[src/rtl/pinwheel_pkg.sv]
// Shared types and constants for the pinwheel barrel-core hart scheduler.
package pinwheel_pkg;

  typedef enum logic [1:0] {
    PARKED   = 2'd0,
    READY    = 2'd1,
    INFLIGHT = 2'd2
  } hart_state_e;

  localparam int HPC_HART_W = 4;
  localparam int HPC_PC_W   = 32;

  // Widest hart/PC pair the scheduler supports: 16 harts, 32-bit PCs.
  typedef struct packed {
    logic [HPC_HART_W-1:0] hart;
    logic [HPC_PC_W-1:0]   pc;
  } hpc_t;

  localparam logic [HPC_PC_W-1:0] HPC_PARKED = '0;

endpackage

[src/rtl/pinwheel_rr_arbiter.sv]
// Round-robin pick: the first set request at or after ptr+1, wrapping modulo N.
module pinwheel_rr_arbiter #(
  parameter  int N  = 8,
  localparam int HB = $clog2(N)
) (
  input  logic [N-1:0]  req,
  input  logic [HB-1:0] ptr,
  output logic          gnt_valid,
  output logic [HB-1:0] gnt_idx
);

  logic [HB-1:0] base;
  logic [N-1:0]  rot;
  logic [HB-1:0] off;

  assign base = ptr + HB'(1);

  // N is a power of two, so HB-bit index arithmetic wraps for free.
  always_comb begin
    rot = '0;
    for (int i = 0; i < N; i++) begin
      rot[i] = req[base + HB'(i)];
    end
    off = '0;
    for (int i = N - 1; i >= 0; i--) begin
      if (rot[i]) off = HB'(i);
    end
  end

  assign gnt_valid = |req;
  assign gnt_idx   = base + off;

endmodule

[src/rtl/pinwheel_hart_sched.sv]
// Barrel-core hart scheduler: per-hart PC/state, round-robin fetch issue with stall hold,
// stage-B redirects and stage-C cross-hart starts.
module pinwheel_hart_sched
  import pinwheel_pkg::*;
#(
  parameter  int                  NUM_HARTS  = 8,
  parameter  int                  PC_WIDTH   = 24,
  parameter  logic [PC_WIDTH-1:0] RESET_PC   = 'h400000,
  parameter  int                  RESET_HART = 0,
  localparam int                  HART_BITS  = $clog2(NUM_HARTS)
) (
  input  logic                 clock,
  input  logic                 reset_in,
  output logic                 issue_valid,
  input  logic                 issue_ready,
  output logic [HART_BITS-1:0] issue_hart,
  output logic [PC_WIDTH-1:0]  issue_pc,
  input  logic                 redirect_valid,
  input  logic [HART_BITS-1:0] redirect_hart,
  input  logic [PC_WIDTH-1:0]  redirect_pc,
  input  logic                 start_valid,
  input  logic [HART_BITS-1:0] start_hart,
  input  logic [PC_WIDTH-1:0]  start_pc,
  output logic                 start_busy,
  output logic [NUM_HARTS-1:0] active_mask,
  output logic                 idle,
  output logic                 proto_err,
  output logic [31:0]          issue_count
);

  hart_state_e          state_q [NUM_HARTS];
  logic [PC_WIDTH-1:0]  pc_q    [NUM_HARTS];
  logic [HART_BITS-1:0] ptr_q;
  logic [HART_BITS-1:0] hold_hart_q;
  logic                 hold_vld_q;
  logic                 proto_err_q;
  logic [31:0]          issue_count_q;

  logic [NUM_HARTS-1:0] ready_vec;
  logic                 any_ready;
  logic [HART_BITS-1:0] pick_hart;
  logic [HART_BITS-1:0] sel_hart;
  logic                 issue_go;
  logic                 accept;
  logic                 redir_legal;
  logic                 redir_parks;
  logic                 start_target_parked;
  logic                 start_take;

  always_comb begin
    ready_vec   = '0;
    active_mask = '0;
    for (int h = 0; h < NUM_HARTS; h++) begin
      ready_vec[h]   = (state_q[h] == READY);
      active_mask[h] = (state_q[h] != PARKED);
    end
  end

  pinwheel_rr_arbiter #(.N(NUM_HARTS)) u_arb (
    .req       (ready_vec),
    .ptr       (ptr_q),
    .gnt_valid (any_ready),
    .gnt_idx   (pick_hart)
  );

  // A stalled hart stays READY (redirects and starts cannot touch it), so holding
  // only its index also keeps issue_pc stable.
  assign sel_hart    = hold_vld_q ? hold_hart_q : pick_hart;
  assign issue_go    = any_ready && !reset_in;
  assign issue_valid = issue_go;
  assign issue_hart  = issue_go ? sel_hart : '0;
  assign issue_pc    = issue_go ? pc_q[sel_hart] : '0;
  assign accept      = issue_go && issue_ready;

  assign redir_legal = redirect_valid && (state_q[redirect_hart] == INFLIGHT);
  assign redir_parks = redir_legal && (redirect_pc == PC_WIDTH'(HPC_PARKED));

  // A start landing on a hart that is being parked this same cycle takes effect.
  assign start_target_parked = (state_q[start_hart] == PARKED) ||
                               (redir_parks && (redirect_hart == start_hart));
  assign start_take = start_valid && start_target_parked && (start_pc != PC_WIDTH'(HPC_PARKED));
  assign start_busy = start_valid && !start_target_parked && !reset_in;

  assign idle        = &(~active_mask);
  assign proto_err   = proto_err_q;
  assign issue_count = issue_count_q;

  always_ff @(posedge clock) begin
    if (reset_in) begin
      for (int h = 0; h < NUM_HARTS; h++) begin
        state_q[h] <= (h == RESET_HART) ? READY : PARKED;
        pc_q[h]    <= (h == RESET_HART) ? RESET_PC : '0;
      end
      ptr_q         <= HART_BITS'(RESET_HART + NUM_HARTS - 1);
      hold_vld_q    <= 1'b0;
      hold_hart_q   <= '0;
      proto_err_q   <= 1'b0;
      issue_count_q <= '0;
    end else begin
      if (redirect_valid && !redir_legal) proto_err_q <= 1'b1;
      if (redir_legal) begin
        pc_q[redirect_hart]    <= redirect_pc;
        state_q[redirect_hart] <= redir_parks ? PARKED : READY;
      end
      if (start_take) begin
        pc_q[start_hart]    <= start_pc;
        state_q[start_hart] <= READY;
      end
      if (accept) begin
        state_q[sel_hart] <= INFLIGHT;
        ptr_q             <= sel_hart;
        issue_count_q     <= issue_count_q + 32'd1;
      end
      hold_vld_q  <= issue_go && !issue_ready;
      hold_hart_q <= sel_hart;
    end
  end

endmodule
[config.mk]
export PLATFORM = sky130hd
export DESIGN_NAME = pinwheel_hart_sched
export DESIGN_NICKNAME = d
export VERILOG_FILES = /design/src/rtl/pinwheel_pkg.sv /design/src/rtl/pinwheel_rr_arbiter.sv /design/src/rtl/pinwheel_hart_sched.sv
export SDC_FILE = /design/constraint.sdc
export NUM_CORES = 1
export LEC_CHECK = 0
export ABC_AREA = 0
export CORE_MARGIN = 3
export CORE_UTILIZATION = 55
export CTS_CLUSTER_SIZE = 8
export DETAILED_ROUTE_END_ITERATION = 8
export GPL_TIMING_DRIVEN = 0
export PLACE_DENSITY = 0.77
export SLEW_MARGIN = 40
export SYNTH_ARGS = -nofsm -noshare
export SYNTH_HDL_FRONTEND = slang
export SYNTH_SLANG_ARGS = --single-unit
[constraint.sdc]
create_clock -name clock -period 10.3 [get_ports clock]
set_input_delay 2.06 -clock clock [delete_from_list [all_inputs] [get_ports clock]]
set_output_delay 2.06 -clock clock [all_outputs]
set_load 0.02 [all_outputs]
==> out/metrics.cfg <==
[run_status]
status=finished, final reports clean

[cells_and_area]
fillers=2089
final_common_cell=a22o_1
area_growth_syn_to_layout_pct=15.0
final_cell_mix=221 x a22o_1, 192 x edfxtp_1, 149 x nand2_1
drive_gt1_share_pct=8.49
nNetsFinal=1607
finalNonFillerCells=1890
final_util_pct=64.8

[die]
initial_core_util_pct=56.3
core-area_um2=26300
dieHeight_um=170
io_pins=130
die-area_um2=28900
placementRows=59
die_x_um=170

[clocking]
htree_levels=2
clockRootBuffer=clkbuf_16
clock-sinks=248
numCtsBuffers=36
clkTransAtPathRegs_ns=0.05
postCtsHoldBufs=0
cts_setup_buffers=0
cts_resized=0
insertion_delay_ns=0.50
cts_tree=done
clock_path_buffers=3

[synth]
synth_fa_ha_area_share_pct=0.474
seq_area_frac_synth_pct=46.6
ys_ff_latch=248
synth_top_cell_area_share_pct=39.0
ys.flop_type=edfxtp_1
synthDominantAreaCellType=edfxtp_1
async_flop_share_pct=0
syn_avg_cell_area_um2=10.4
synthesis.instances=1426
yosys_warnings=0
synthDistinctLibCells=60
syn_nets=1490
synthMuxAreaShare_pct=8.18
synth_top_family_by_area=compound AO/OA/AOI/OAI gates
synth-compound-area-share_pct=20.6
synth_edf_count=192
synth_area_um2=14800
synthXorXnorAreaFrac_pct=2.13
synth-simple-area-share_pct=16.7
synth_area_leaders=edfxtp_1 39%, a22o_1 13%, dfxtp_1 7.6%

[placed_design]
dpl_worst_slack_ns=2.22
placedCellCount=1840
portBuffers=78
dp_hpwl_um=33400
gp_congestion=0.975

[route]
avgRoutedWirePerCell_um=25.4
routed_wl_um=48100
detail-route-antenna-nets=0
drtIter0Drc=1754
dr_total_vias=12800
drc=0
vias_per_cell=6.76
firstDrtPassIters=6

[critical_path]
cp_max_fo=10
slowest_stage=xnor2_1
worstPathArrival_ns=6.62
rr_worst_depth=15
r2r-start=ptr_q[0]
cpPeakStageDelay_ns=0.66
path_class=reg2out
startpoint=ptr_q[0]
path_cells=inv_2, ha_1, buf_2, mux4_2, mux2_2, nand2_1, a311oi_1, or3_1, fa_1, xnor2_1, a21oi_1, o31ai_4, buf_6, mux4_1, a211o_1, clkdlybuf4s50_1
start_kind=flop
cp.required_ns=8.24
endpoint=issue_pc[21]
cp-end-kind=primary output
r2r_slack_ns=4.94
r2r-end=state_q[4][0]

[pwr]
power_per_cell_area_nw_per_um2=316
ir_drop_mv=0.224
p_total_uw=5380
p_leak_uw=0.00618

[global_route]
grt_use_total_pct=32.9
grt_pass1_wl_um=73500
grt_start_max_net_pins=26
antenna_found_initial=0
grt_pass1_vias=12400
overflow=0

[timing]
final.setup.worst_slack_ns=1.62
setup_tns_ns=0
slew_viol_final=0
finalSetupViolations=0
period_share_pct=84.3
max_clock_freq_mhz=115
fin_skew_ns=0.00962
finalCriticalPeriod_ns=8.68
tightest_slew_ns=0.899
rsz0062_at_grt=false
timing.slew.headroom_pct=40.1
finalHoldViolations=0

[hold_path]
min_path_type=reg2reg

[flow_run]
maxCapViolations=0

## sequential cells by signal, indices dropped and copies added, names as in the netlist
signal and count:
issue_count 32, state_q 16, hold_hart_q 3, proto_err 1, pc_q 192, ptr_q 3
hold_vld_q 1
## per-stage QoR
step / instance area, um2 / hold WS (ns)
6_report: 17000 / 0.480
2_1_floorplan: 14800 / 0.471
4_1_cts: 17000 / 0.485
3_3_place_gp: 16000 / 0.480
5_1_grt: 17000 / 0.540
3_5_place_dp: 16000 / 0.474
## report_power, final
part	internal (uW)	switching (uW)
clock network	644	408
logic	1130	2000
registers	1150	44.5
## cell families (layout without fill, tap and decap cells)
family / after synthesis / after routing
fa+ha+maj: 5 / 5
simple gates: 483 / 483
xor+xnor: 33 / 33
compound gates: 392 / 392
flops: 248 / 248
mux: 67 / 67
buf+inv: 198 / 326
other cells: 0 / 1
## critical path, delay by kind of cell, from the launching register on
kind	cells	cell delay (ns)
muxes	3	1.32
buffers and inverters	4	1.23
AOI/OAI and AO/OA	4	1.19
adders and majority gates	2	0.81
and+or+nand+nor	2	0.46
DFF	1	0.44
xor gates and xnor gates	1	0.66
## area by class of cell
cell class	instances	area, um2	area share [%]
Tap cell	335	419	2.46
Inverter	27	101	0.596
Sequential cell	248	6890	40.5
Buffer	171	694	4.08
Antenna cell	1	2.50	0.0147
Multi-Input combinational cell	980	7150	42.0
Timing Repair Buffer	79	788	4.63
Clock buffer	49	971	5.71
## how the worst min path moves through the flow
| stage | from | to | cells past startpoint |
|---|---|---|---|
| final | proto_err | proto_err | 2 |
| after global routing | issue_count[8] | issue_count[8] | 2 |
| after CTS | proto_err | proto_err | 2 |
| after detailed placement | proto_err | proto_err | 2 |
| after global placement | proto_err | proto_err | 2 |
| after floorplan | state_q[5][1] | state_q[5][1] | 2 |
## Yosys cell counts (7+ instances only)
master	instances
nand3_1	15
a21oi_1	77
o21a_1	33
a211o_1	15
o22ai_1	8
mux2i_1	19
a221oi_1	7
nor2b_1	64
nor3_1	69
and3_1	10
edfxtp_1	192
nor2_1	68
or3_1	18
nand4_1	9
clkbuf_1	122
a22o_1	221
buf_2	9
nand2_1	149
buf_1	33
o21ai_0	10
inv_1	26
mux4_2	41
dfxtp_1	56
or4_1	31
xor2_1	18
nand2b_1	10
nor4_1	17
xnor2_1	13
## layer usage
layer	part of all wire (%)	track usage, %
met5	0	0
met4	3.4	11.7
met3	12	8.32
met2	47	53.4
met1	38	43.2
Power figures use the tool's default switching activity.
==> patch, RTL diff (config.mk and constraints unchanged) <==
Put one more register stage on the output `issue_count`. The value now appears one clock later. The other outputs are not delayed to match.
--- a/src/rtl/pinwheel_hart_sched.sv
+++ b/src/rtl/pinwheel_hart_sched.sv
@@ -84,5 +84,7 @@
   assign idle        = &(~active_mask);
   assign proto_err   = proto_err_q;
-  assign issue_count = issue_count_q;
+  always_ff @(posedge clock) begin
+    issue_count <= issue_count_q;
+  end
 
   always_ff @(posedge clock) begin
Formal check against the unedited RTL: not equivalent (Yosys sat finds a counterexample within 4 cycles, from zero or initial values and one cycle with reset_in high).
==> patch against the unedited design <==
Fmax rose by 1.3%. Worst setup slack better by 0.11 ns. Highest routed layer is now met5. Design area rose by 2.0%. Wire length shrank 3.6%. Synthesized area up 0.93%. Global-route usage fell by 1.8 points. Sequential power increased by 11%. Total power decreased by 3.7%. Sequential share of layout area up 2.9 points. Final cell count is 4.5% lower. Sequential cell count grew 32. Register-to-register slack better by 0.25 ns.
==> patch: results (changes against the unedited design) <==
| Metric | Value |
|---|---|
| Status | finished clean (unchanged) |
| Number of global-route vias before repair | 12239 (was 12382) |
| Seq/Total Area, Yosys | 50.4% (was 46.6%) |
| Max VDD drop | 0.205 mV (was 0.224 mV) |
| Max Used Layer | met5 (was met4) |
| First-pass GRT wire length | 70100 um (was 73500 um) |
| M1 WL | 17900 um (was 18100 um) |
| Xor and xnor area share after synthesis | 1.87% (was 2.13%) |
| Hold Slack | 0.363 ns (was 0.480 ns) |
| Drt first pass iters | 7 (was 6) |
| Post-DP Area | 16200 um2 (was 16000 um2) |
| Post-Synth Adder-Cell Area | 0.469% (was 0.474%) |
| Inserted Clock Buffers | 40 (was 36) |
| Routed wl met3 | 4600 um (was 5630 um) |
| Pleak | 6.26 nW (was 6.18 nW) |
| Share of layout cells above drive strength 1 | 11.0% (was 8.49%) |
| WL per Instance | 25.7 um (was 25.4 um) |
| Via count | 12530 (was 12785) |
| Synth top cells by count | 213 x a22o_1, 192 x edfxtp_1, 90 x clkbuf_1 (was 221 x a22o_1, 192 x edfxtp_1, 149 x nand2_1) |
| HPWL Detailed | 31800 um (was 33400 um) |
| Netlist cell types | 73 (was 60) |
| R2r endpoint | state_q[7][0] (was state_q[4][0]) |
| DRT iter0 DRCs | 1358 (was 1754) |
| Mux cell area share after synthesis | 7.58% (was 8.18%) |
| PortBufs | 80 (was 78) |
| Gr usage total | 31.1% (was 32.9%) |
| Post-synthesis compound-gate area fraction | 19.8% (was 20.6%) |
-- patch: cell types whose count changed after synthesis, moves of 20 or more --
cell       delta
clkbuf_1     -32
a21oi_1      -44
nand3_1      +52
dfxtp_1      +32
nor2b_1      -49
nand2_1      -78
o21ai_0      +24
nor3_1       -60
o2111ai_1    +20
and3_1       +22
-- patch: power groups by stage --
| stage | clock (mW) | sequential [mW] | combinational [mW] |
|---|---|---|---|
| 5_1_grt | 1.24 | 1.32 | 2.79 |
| 6_report | 1.20 | 1.32 | 2.65 |
| 4_1_cts | 1.20 | 1.32 | 2.59 |
| 3_3_place_gp | 0 | 1.33 | 2.55 |
| 3_5_place_dp | 0 | 1.34 | 2.57 |
| 2_1_floorplan | 0 | 1.32 | 1.72 |
-- patch: layout make-up --
type,count,area [um2],share of cell area (%)
Clock inverter,3,66.3,0.382
Inverter,29,109,0.627
Buffer,158,659,3.80
Clock buffer,55,1060,6.09
Sequential cell,280,7530,43.4
Multi-Input combinational cell,862,6720,38.7
Timing Repair Buffer,80,801,4.61
Antenna cell,3,7.51,0.0432
Tap cell,335,419,2.41
-- patch: logic make-up after synthesis --
family / count (synthesis)
buf+inv: 187
xor+xnor: 31
simple gates: 399
fa+ha+maj: 5
flops: 280
compound gates: 369
mux: 58
-- patch: through the flow --
| step | cells | setup slack, ns |
|---|---|---|
| 2_1_floorplan | 1329 | 3.86 |
| 3_3_place_gp | 1744 | 2.17 |
| 3_5_place_dp | 1744 | 2.05 |
| 4_1_cts | 1802 | 1.46 |
| 5_1_grt | 1802 | 1.38 |
| 6_report | 1805 | 1.73 |
-- patch: worst max path at each step --
stage	end	cells after the start
2_1_floorplan	issue_pc[20]	18
3_3_place_gp	issue_pc[3]	20
3_5_place_dp	issue_pc[3]	20
4_1_cts	issue_pc[3]	20
5_1_grt	issue_pc[16]	18
6_report	issue_pc[22]	16
-- patch: critical path: cells and delay by family, from the launching register on --
kind	cells	cell delay, ns
muxes	2	0.66
AOI/OAI and AO/OA	4	1.32
DFF	1	0.48
buffers and inverters	4	1.18
and+or+nand+nor	3	0.90
adders and majority gates	2	0.87
xor gates and xnor gates	1	0.56
-- patch: metal layers --
| layer | GRT usage [%] | vias up |
|---|---|---|
| li1 | - | 5416 |
| met1 | 40.2 | 6095 |
| met2 | 50.9 | 855 |
| met3 | 6.28 | 162 |
| met4 | 14.2 | 2 |
| met5 | 0 | - |
